**config.mk**
```make
export PLATFORM = sky130hd
export DESIGN_NAME = if_id_queue
export DESIGN_NICKNAME = d
export VERILOG_FILES = /design/src/rtl/wisc_pkg.sv /design/src/rtl/ifq_storage.sv /design/src/rtl/if_id_queue.sv
export SDC_FILE = /design/constraint.sdc
export NUM_CORES = 1
export LEC_CHECK = 0
export CORE_MARGIN = 2
export CORE_UTILIZATION = 43
export CTS_BUF_LIST = sky130_fd_sc_hd__clkbuf_16
export CTS_CLUSTER_DIAMETER = 40
export DETAILED_ROUTE_END_ITERATION = 12
export GPL_TIMING_DRIVEN = 0
export PLACE_DENSITY = 0.77
export SETUP_SLACK_MARGIN = 0.15
export SLEW_MARGIN = 20
export SYNTH_ARGS = -nofsm -noshare
export SYNTH_HDL_FRONTEND = slang
export SYNTH_SLANG_ARGS = --single-unit
```
**constraint.sdc**
```tcl
create_clock -name clk -period 4.3 [get_ports clk]
set_clock_uncertainty 0.05 [all_clocks]
set_input_delay 0.645 -clock clk [delete_from_list [all_inputs] [get_ports clk]]
set_output_delay 0.645 -clock clk [all_outputs]
set_load 0.005 [all_outputs]
```
**src/rtl/wisc_pkg.sv**
```systemverilog
// Shared definitions for the WISC pipeline: opcode constants and the
// instruction-queue entry layout.
package wisc_pkg;

  localparam logic [15:0] OPC_NOP  = 16'h0800;
  localparam logic [15:0] OPC_HALT = 16'h0000;

  typedef struct packed {
    logic [15:0] instr;
    logic [15:0] incPC;
  } ifq_entry_t;

endpackage

```
**src/rtl/ifq_storage.sv**
```systemverilog
// Register array backing the IF/ID queue: one write port, one combinational
// read port, cleared by the asynchronous active-low reset.
module ifq_storage #(
  parameter  int DEPTH  = 2,
  parameter  int DATA_W = 32,
  localparam int ADDR_W = $clog2(DEPTH)
) (
  input  logic              clk,
  input  logic              rst,
  input  logic              wrEn,
  input  logic [ADDR_W-1:0] wrAddr,
  input  logic [DATA_W-1:0] wrData,
  input  logic [ADDR_W-1:0] rdAddr,
  output logic [DATA_W-1:0] rdData
);

  logic [DATA_W-1:0] mem [DEPTH];

  always_ff @(posedge clk or negedge rst) begin
    if (!rst) begin
      for (int i = 0; i < DEPTH; i++) mem[i] <= '0;
    end else if (wrEn) begin
      mem[wrAddr] <= wrData;
    end
  end

  assign rdData = mem[rdAddr];

endmodule

```
**src/rtl/if_id_queue.sv**
```systemverilog
// Instruction queue between fetch and decode: buffers {instr, incPC} pairs,
// flushes on a taken branch, stops accepting after HALT, shows NOP when empty.
module if_id_queue
  import wisc_pkg::*;
#(
  parameter int               DEPTH      = 2,
  parameter int               WIDTH      = 16,
  parameter logic [WIDTH-1:0] NOP_INSTR  = OPC_NOP,
  parameter logic [WIDTH-1:0] HALT_INSTR = OPC_HALT
) (
  input  logic             clk,
  input  logic             rst,
  input  logic             fetchValid,
  input  logic [WIDTH-1:0] fetchInstr,
  input  logic [WIDTH-1:0] fetchIncPC,
  output logic             fetchReady,
  input  logic             flush,
  input  logic             decodeReady,
  output logic             decodeValid,
  output logic [WIDTH-1:0] decodeInstr,
  output logic [WIDTH-1:0] decodeIncPC,
  output logic             err
);

  localparam int               PTR_W   = $clog2(DEPTH);
  localparam int               CNT_W   = PTR_W + 1;
  localparam logic [CNT_W-1:0] DEPTH_C = CNT_W'(DEPTH);

  logic [PTR_W-1:0]   rdPtr, wrPtr;
  logic [CNT_W-1:0]   count;
  logic               haltSeen, errQ, errCond;
  logic               push, pop;
  logic [2*WIDTH-1:0] headData;

  // Full refuses a push even when decode pops the same cycle, so fetchReady
  // never depends on decodeReady.
  assign fetchReady  = (count < DEPTH_C) & ~haltSeen;
  assign decodeValid = (count != '0);
  assign push        = fetchValid & fetchReady;
  assign pop         = decodeReady & decodeValid;

  assign errCond = (count > DEPTH_C) | ((count == '0) & (rdPtr != wrPtr));

  always_ff @(posedge clk or negedge rst) begin
    if (!rst) begin
      count    <= '0;
      rdPtr    <= '0;
      wrPtr    <= '0;
      haltSeen <= 1'b0;
      errQ     <= 1'b0;
    end else begin
      errQ <= errQ | errCond;
      if (flush) begin
        count    <= '0;
        rdPtr    <= '0;
        wrPtr    <= '0;
        haltSeen <= 1'b0;
      end else begin
        if (push) wrPtr <= wrPtr + 1'b1;
        if (pop)  rdPtr <= rdPtr + 1'b1;
        unique case ({push, pop})
          2'b10:   count <= count + 1'b1;
          2'b01:   count <= count - 1'b1;
          default: count <= count;
        endcase
        if (push && (fetchInstr == HALT_INSTR)) haltSeen <= 1'b1;
      end
    end
  end

  assign err = errQ;

  ifq_storage #(
    .DEPTH  (DEPTH),
    .DATA_W (2 * WIDTH)
  ) uStorage (
    .clk    (clk),
    .rst    (rst),
    .wrEn   (push & ~flush),
    .wrAddr (wrPtr),
    .wrData ({fetchInstr, fetchIncPC}),
    .rdAddr (rdPtr),
    .rdData (headData)
  );

  assign decodeInstr = decodeValid ? headData[2*WIDTH-1:WIDTH] : NOP_INSTR;
  assign decodeIncPC = decodeValid ? headData[WIDTH-1:0]       : '0;

endmodule

```
Word-level counts from Yosys, hierarchy flattened
Index checks and enable logic that the tools add are counted.

$add $sub $neg: 4. Magnitude comparators: 5. Equal/unequal tests: 3. Mux-type cells: 16. Bitwise gates (word level): 11. Reduce and logical (&&, ||, !) cells: 9.

Operators with widths (number): 32-bit two-way mux (4); 64-bit bitwise mux (1); 32-bit demux with 1-bit select (1); 16-bit two-way mux (2); 16-bit zero test (1); 2-bit nonzero test (4); 1-bit two-way mux (6); 1-bit bitwise AND (5); 2-bit greater-or-equal comparator (second input constant) (2); 1-bit NOT with 2-bit output (2); 2-bit case mux with 2 select lines (1); 3-bit nonzero test (1); 1-bit adder (second input constant) (2); 2-bit by 1-bit adder with 2-bit output (second input constant) (1); 2-bit by 1-bit equality test with 1-bit output (second input constant) (1); 2-bit equality test (second input constant) (1); 2-bit greater-than comparator (second input constant) (1); 1-bit logical AND (2); 2-bit zero test (1); 2-bit by 1-bit < comparator with 1-bit output (second input constant) (1); 2-bit < comparator (second input constant) (1); 2-bit two-way mux (1); 1-bit NOT (2); 1-bit bitwise OR (2); other kinds (2) (2).

Register bits: 70. Input port bits: 37. Output and inout bits: 35. Logic and storage cells: 55.

Logic depth before layout (Yosys ltp)
Gate-level depths: netlist of run 1.

Depth in word-level cells: 6. Gate-level depth with buffers: 5. Gate-level depth less buffers: 3.

Modules after synthesis
Synthesis of run 1 repeated with hierarchy kept, for this count alone.

Cells, all modules: 244. Area, all modules: 3478.3 um^2.

Modules (own cells, without submodules): ifq_storage (instances 1, cells each 173, area an instance 2835.2 um^2, seq. area each 1601.5 um^2); if_id_queue (instances 1, cells each 71, area an instance 643.1 um^2, seq. area each 150.1 um^2).

Least setup slack after synthesis of run 1
OpenSTA, ideal clock, no wires.

Path kind: input -> register. Start: input flush. End: register uStorage.mem[34] (netlist name). Library setup time: 125 ps. Arrival time: 1774 ps. Data required time: 4125 ps. Slack: 2351 ps. Stages on the path: 4. Buffers on the path: 1. Cell sequence: or4b_4 > nor2_8 > buf_8 > mux2_4.

Longest elaborated chain between the ends: 2.

RTL lines: from (decl) (line if_id_queue.sv:17) `input logic flush,`; 1-bit NOT (line if_id_queue.sv:79) `.wrEn (push & ~flush),`; 1-bit bitwise AND (line if_id_queue.sv:79); to (signal, indexed assignment) (line ifq_storage.sv:23) `mem[wrAddr] <= wrData;`; to (decl) (line ifq_storage.sv:17) `logic [DATA_W-1:0] mem [DEPTH];`.

No other way between the ends. A chain may end at the register's enable or synchronous reset.

Final worst setup path of run 1
Start: register count[1]. End: output decodeInstr[9].

Longest elaborated chain between the ends: 2.

RTL lines: from (decl) (line if_id_queue.sv:30) `logic [CNT_W-1:0] count;`; from (signal assigned) (line if_id_queue.sv:62) `2'b10: count <= count + 1'b1;`; from (signal assigned) (line if_id_queue.sv:63) `2'b01: count <= count - 1'b1;`; from (signal assigned) (line if_id_queue.sv:64) `default: count <= count;`; 2-bit nonzero test (line if_id_queue.sv:38) `assign decodeValid = (count != '0);`; 16-bit two-way mux (line if_id_queue.sv:86) `assign decodeInstr = decodeValid ? headData[2*WIDTH-1:WIDTH] : NOP_INSTR;`; to (decl) (line if_id_queue.sv:20) `output logic [WIDTH-1:0] decodeInstr,`.

No other way between the ends.

==> results of run 1 <==
==> cell families after synthesis <==
group                     count (synthesis)  synth area share
and+or+nand+nor                          50            0.0731
buffers and inverters                    16            0.0326
muxes                                    96             0.346
DFF                                      70             0.525
xor gates and xnor gates                  4            0.0105
AOI/OAI and AO/OA                         7            0.0128
==> layer usage <==
metal	part of all wire	global-route usage	wire length [um]	vias up
met5	0	0	0	-
met4	0.026	0.0896	189	0
met3	0.032	0.0304	227	13
met2	0.49	0.292	3510	41
met1	0.45	0.237	3200	1105
li1	-	-	-	1018
==> sequential cells by signal (all words and copies together), names as in the netlist <==
name	cells
rdPtr	1
wrPtr	1
uStorage.mem	64
count	2
err	1
haltSeen	1
==> cell type report <==
cell class              count  area (um^2)  area share
plain buffers              14          101      0.0227
well taps                 102          128      0.0285
clock buffers               9          225      0.0503
repair buffers             72          728       0.163
flip-flops and latches     70         1750       0.392
clock inverters             7         56.3      0.0126
multi-input cells         157         1480       0.330
inverters                   2         7.51     0.00168
==> stage by stage <==
stage,std cells,hold WS (ns)
5_1_grt,433,0.247
4_1_cts,433,0.223
6_report,433,0.212
2_1_floorplan,243,0.299
3_3_place_gp,416,0.419
3_5_place_dp,417,0.425
==> synth_stat cells <==
cell type / n
a21oi_1: 2
a22oi_1: 1
a32oi_1: 1
buf_2: 6
buf_6: 1
buf_8: 3
clkbuf_1: 4
dfrtp_1: 70
inv_1: 2
mux2_2: 34
mux2_4: 30
mux2i_1: 32
nand2_1: 1
nand2b_1: 2
nand3b_1: 1
nand4_1: 1
nor2_1: 36
nor2_8: 1
nor2b_1: 1
nor3b_1: 1
nor4_1: 4
o21ai_0: 2
o22ai_1: 1
or3_1: 1
or4b_4: 1
xnor2_1: 2
xor2_1: 2
==> report_power, final <==
group	internal [mW]	total, mW	switching (mW)	leakage [nW]
Clock	0.439	0.702	0.263	0.145
Combinational	0.325	0.498	0.173	0.904
Sequential	0.838	0.934	0.0957	0.837
Total	1.60	2.13	0.531	1.89
==> worst paths after layout <==
check                      slack, ns          endpoint  depth (start not counted)
setup reg to reg                2.37  uStorage.mem[45]                          5
setup / recovery                1.32    decodeInstr[9]                          5
max in group asynchronous       3.44  uStorage.mem[46]                          2
hold reg to reg                 0.43               err                          2
min in group clk                0.43               err                          2
hold / removal                  0.21  uStorage.mem[55]                          1
==> worst register-to-register path, delay by kind of cell, from the launching register on <==
kind	cells	cell delay, ns
simple gates	2	0.74
buf+inv	2	0.33
flops	1	0.37
mux	1	0.32
==> reports/results.tsv, run 1 <==
metric	value	unit
status	completed	
insertion_delay	0.32	ns
drt_iter0_drc	72	
clk_pin_slew_worst_paths	0.05	ns
design_area	4470	um^2
cts_buffers	9	
root_buffer	clkbuf_16	
critPathCaptureType	primary output	
hold_violations	0	
peakVddDrop	241	uV
syn_inst	243	
cp.arrival	2.29	ns
n_antenna_cell	0	
coreArea	7610	um^2
synth_cell_types	27	
layout_common_cells	dfrtp_1 (70), clkdlybuf4s50_1 (70), nor2_1 (36), mux2_2 (34), mux2i_1 (32)	
ios	72	
gp_congestion	0.790	
placed_cell_area	4190	um^2
grt_use_total	0.181	
drt-total-wl	7.14	mm
ctsResizeCount	0	
syn_area_per_cell	13.7	um^2
gr-total-overflow	0	
num_vias	2177	
timing.hold.worst.class	in -> async	
antenna_found_initial	0	
timing.final.ws_setup	1.32	ns
path_buf_inv	3	
die_area	8480	um^2
worstReg2RegStart	count[1]	
pre_cts_ws	1.67	ns
die_w	92.1	um
power	2.13	mW
first_pass_iters	4	
cp_data_required_time	3.61	ns
post_cts_buffers	0	
num_rows	32	
yosys.area.top_type	dfrtp_1	
drv_slew	0	
worstMarginPinSlew	0.636	ns
syn_to_final_growth	34.1	%
setup_tns	0	ns
crit_path_frequent_cell	nor2_1	
port-buffer-count	71	
drive_gt1_frac	0.275	
max_slew_margin	0.576	
tritoncts	yes	
htree_levels	3	
synth_area_leaders	dfrtp_1 (53%), mux2_4 (14%), mux2_2 (11%), mux2i_1 (9.6%), nor2_1 (4.1%)	
netlist_area	3340	um^2
yosys_warnings	0	
fillers	610	
grt_pass1_wl	11.8	mm
start_util	0.438	
max_freq	335	MHz
post-route-util	0.588	
maxCapViolCount	0	
nNetsFinal	363	
criticalPathCategory	reg -> out	
synth_nets	280	
worstSetupStartpoint	count[1]	
cpPeakStageDelay	0.54	ns
seq_area_frac_synth	0.525	
ys_ff_latch	70	
p_per_area	477	nW/um^2
finalSetupViolations	0	
drcViolationCount	0	
period_needed	2.98	ns
critPathMaxFanout	10	
grt_pass1_vias	2363	
clkSinkCount	70	
fin_crit_sh	0.694	
routed_via_density	5.03	
worstSetupStartpointType	register	
rsz0062_at_grt	no	
dp_hpwl	4.93	mm
synth_top_area_frac	0.525	
holdBufCountCts	0	
grt_max_degree	39	
ant_nets	0	
clock_path_buffers	2	
p_leak	1.89	nW
slowest_stage	clkbuf_1	
die_h	92.1	um
detail_route.wl_per_cell	16.5	um
path_delay_family	buffers and inverters	
worstPathCellList	buf_6 -> nor2_1 -> clkbuf_1 -> nor2_1 -> clkdlybuf4s50_1	
(Power assumes the default switching activity.)
==> run 2, diff against run 1 <==
PLACE_DENSITY = 0.8   (was 0.77)
clock period = 2.4 ns   (was 4.3 ns; I/O delays follow)
==> reports/results.tsv, run 2 (synthesis results as in run 1) <==
metric	value	unit
largest_register_ffs	64	
n_antenna_cell	0	
gp_congestion	0.797	
die_area	8480	um^2
htree_levels	3	
die_w	92.1	um
gr-total-overflow	0	
tritoncts	yes	
fin_crit_sh	0.908	
critPathCaptureType	primary output	
worstSetupStartpointType	register	
status	completed	
holdPathEnd	err	
drt_iter0_drc	54	
drt-total-wl	7.03	mm
routed_via_density	4.96	
rsz0062_at_grt	yes	
post_cts_buffers	0	
first_pass_iters	6	
cts_buffers	9	
criticalPathCategory	reg -> out	
detail_route.wl_per_cell	16.2	um
clkSinkCount	70	
clock_path_buffers	2	
worstMarginPinSlew	0.466	ns
max_freq	459	MHz
max_slew_margin	0.690	
drcViolationCount	0	
antenna_found_initial	0	
drv_slew	0	
grt_max_degree	37	
critPathMaxFanout	10	
num_rows	32	
coreArea	7610	um^2
hold_ws	0.430	ns
fin_cells	433	
dp_cells	417	
layout_common_cells	dfrtp_1 (70), clkdlybuf4s50_1 (68), nor2_1 (35), mux2_2 (34), mux2i_1 (31)	
worstReg2RegStart	count[1]	
num_vias	2146	
whs_path_depth	2	
hold_start	err	
grt_pass1_vias	2376	
cp.arrival	1.77	ns
clk_pin_slew_worst_paths	0.05	ns
grt_use_total	0.179	
peakVddDrop	481	uV
syn_to_final_growth	36.2	%
maxCapViolCount	0	
grt_pass1_wl	11.7	mm
rrSetupSlack	0.47	ns
die_h	92.1	um
insertion_delay	0.32	ns
cp_data_required_time	1.99	ns
hold_violations	0	
ant_nets	0	
port-buffer-count	71	
final_common_cell	dfrtp_1	
r2r_cells	5	
period_needed	2.18	ns
regMostFlops	uStorage.mem	
p_leak	1.94	nW
setup_tns	0	ns
drive_gt1_frac	0.284	
ios	72	
finalSetupViolations	0	
dp_hpwl	4.89	mm
timing.hold.worst.class	reg -> reg	
root_buffer	clkbuf_16	
start_util	0.438	
nNetsFinal	364	
p_per_area	836	nW/um^2
reg2reg_to	uStorage.mem[40]	
biggestRegsByFlops	uStorage.mem: 64 flops, count: 2 flops	
## run 2: how the worst max path moves through the flow
stage / start / endpoint / slack [ns]
2_1_floorplan: count[1] / uStorage.mem[34] / 0.58
3_3_place_gp: rst / uStorage.mem[45] / -1.38
3_5_place_dp: count[1] / decodeInstr[13] / 0.07
4_1_cts: rdPtr / decodeInstr[9] / 0.15
5_1_grt: rdPtr / decodeInstr[11] / 0.15
6_report: rdPtr / decodeIncPC[1] / 0.22
## run 2: stage by stage
step | worst slack, ns | cell area, um^2 | total power, mW | util
global placement | -1.38 | 4170 | 2.54 | 0.549
detailed placement | 0.0656 | 4190 | 2.58 | 0.551
floorplan | 0.585 | 3340 | 2.23 | -
global route | 0.150 | 4540 | 4.01 | 0.597
CTS | 0.155 | 4530 | 3.84 | 0.596
finish | 0.220 | 4540 | 3.80 | 0.597
## run 2: metal layers
layer	routed length, um	up-vias	part of all wire	global-route usage
met5	0	-	0	0
met3	201	7	0.029	0.0296
met2	3580	39	0.51	0.302
met4	87	0	0.012	0.0721
met1	3170	1082	0.45	0.229
li1	-	1018	-	-
## run 2: layout make-up
class / count / area, um^2
flip-flops and latches: 70 / 1750
inverters: 2 / 7.51
well taps: 102 / 128
clock buffers: 9 / 225
clock inverters: 6 / 48.8
plain buffers: 14 / 158
fillers: 618 / 3060
multi-input cells: 157 / 1490
repair buffers: 73 / 739
## run 2: what timing repair did
item,CTS,global route
resized for setup,20,4
endpoints found under the setup margin,31,20
hold endpoints to repair,34,0
hold buffers,1,0
pin swaps,1,0
## run 2: report_power, final
part	switching, mW	total (mW)	internal (mW)
sequential	0.174	1.68	1.50
clock	0.436	1.21	0.779
combinational	0.309	0.910	0.601
total	0.918	3.80	2.88
## run 2: critical path: stages, from the launching register on
cell             delay [ns]
dfrtp_1                0.35
buf_4                  0.17
buf_6                  0.17
mux2i_1                0.13
nor2_1                 0.12
clkdlybuf4s50_1        0.51
==> run 3, diff against run 2 <==
CTS_CLUSTER_SIZE = 30   (was unset)
==> results of run 3 <==
No change in the layout: final DEF, timing and power equal those of run 2.
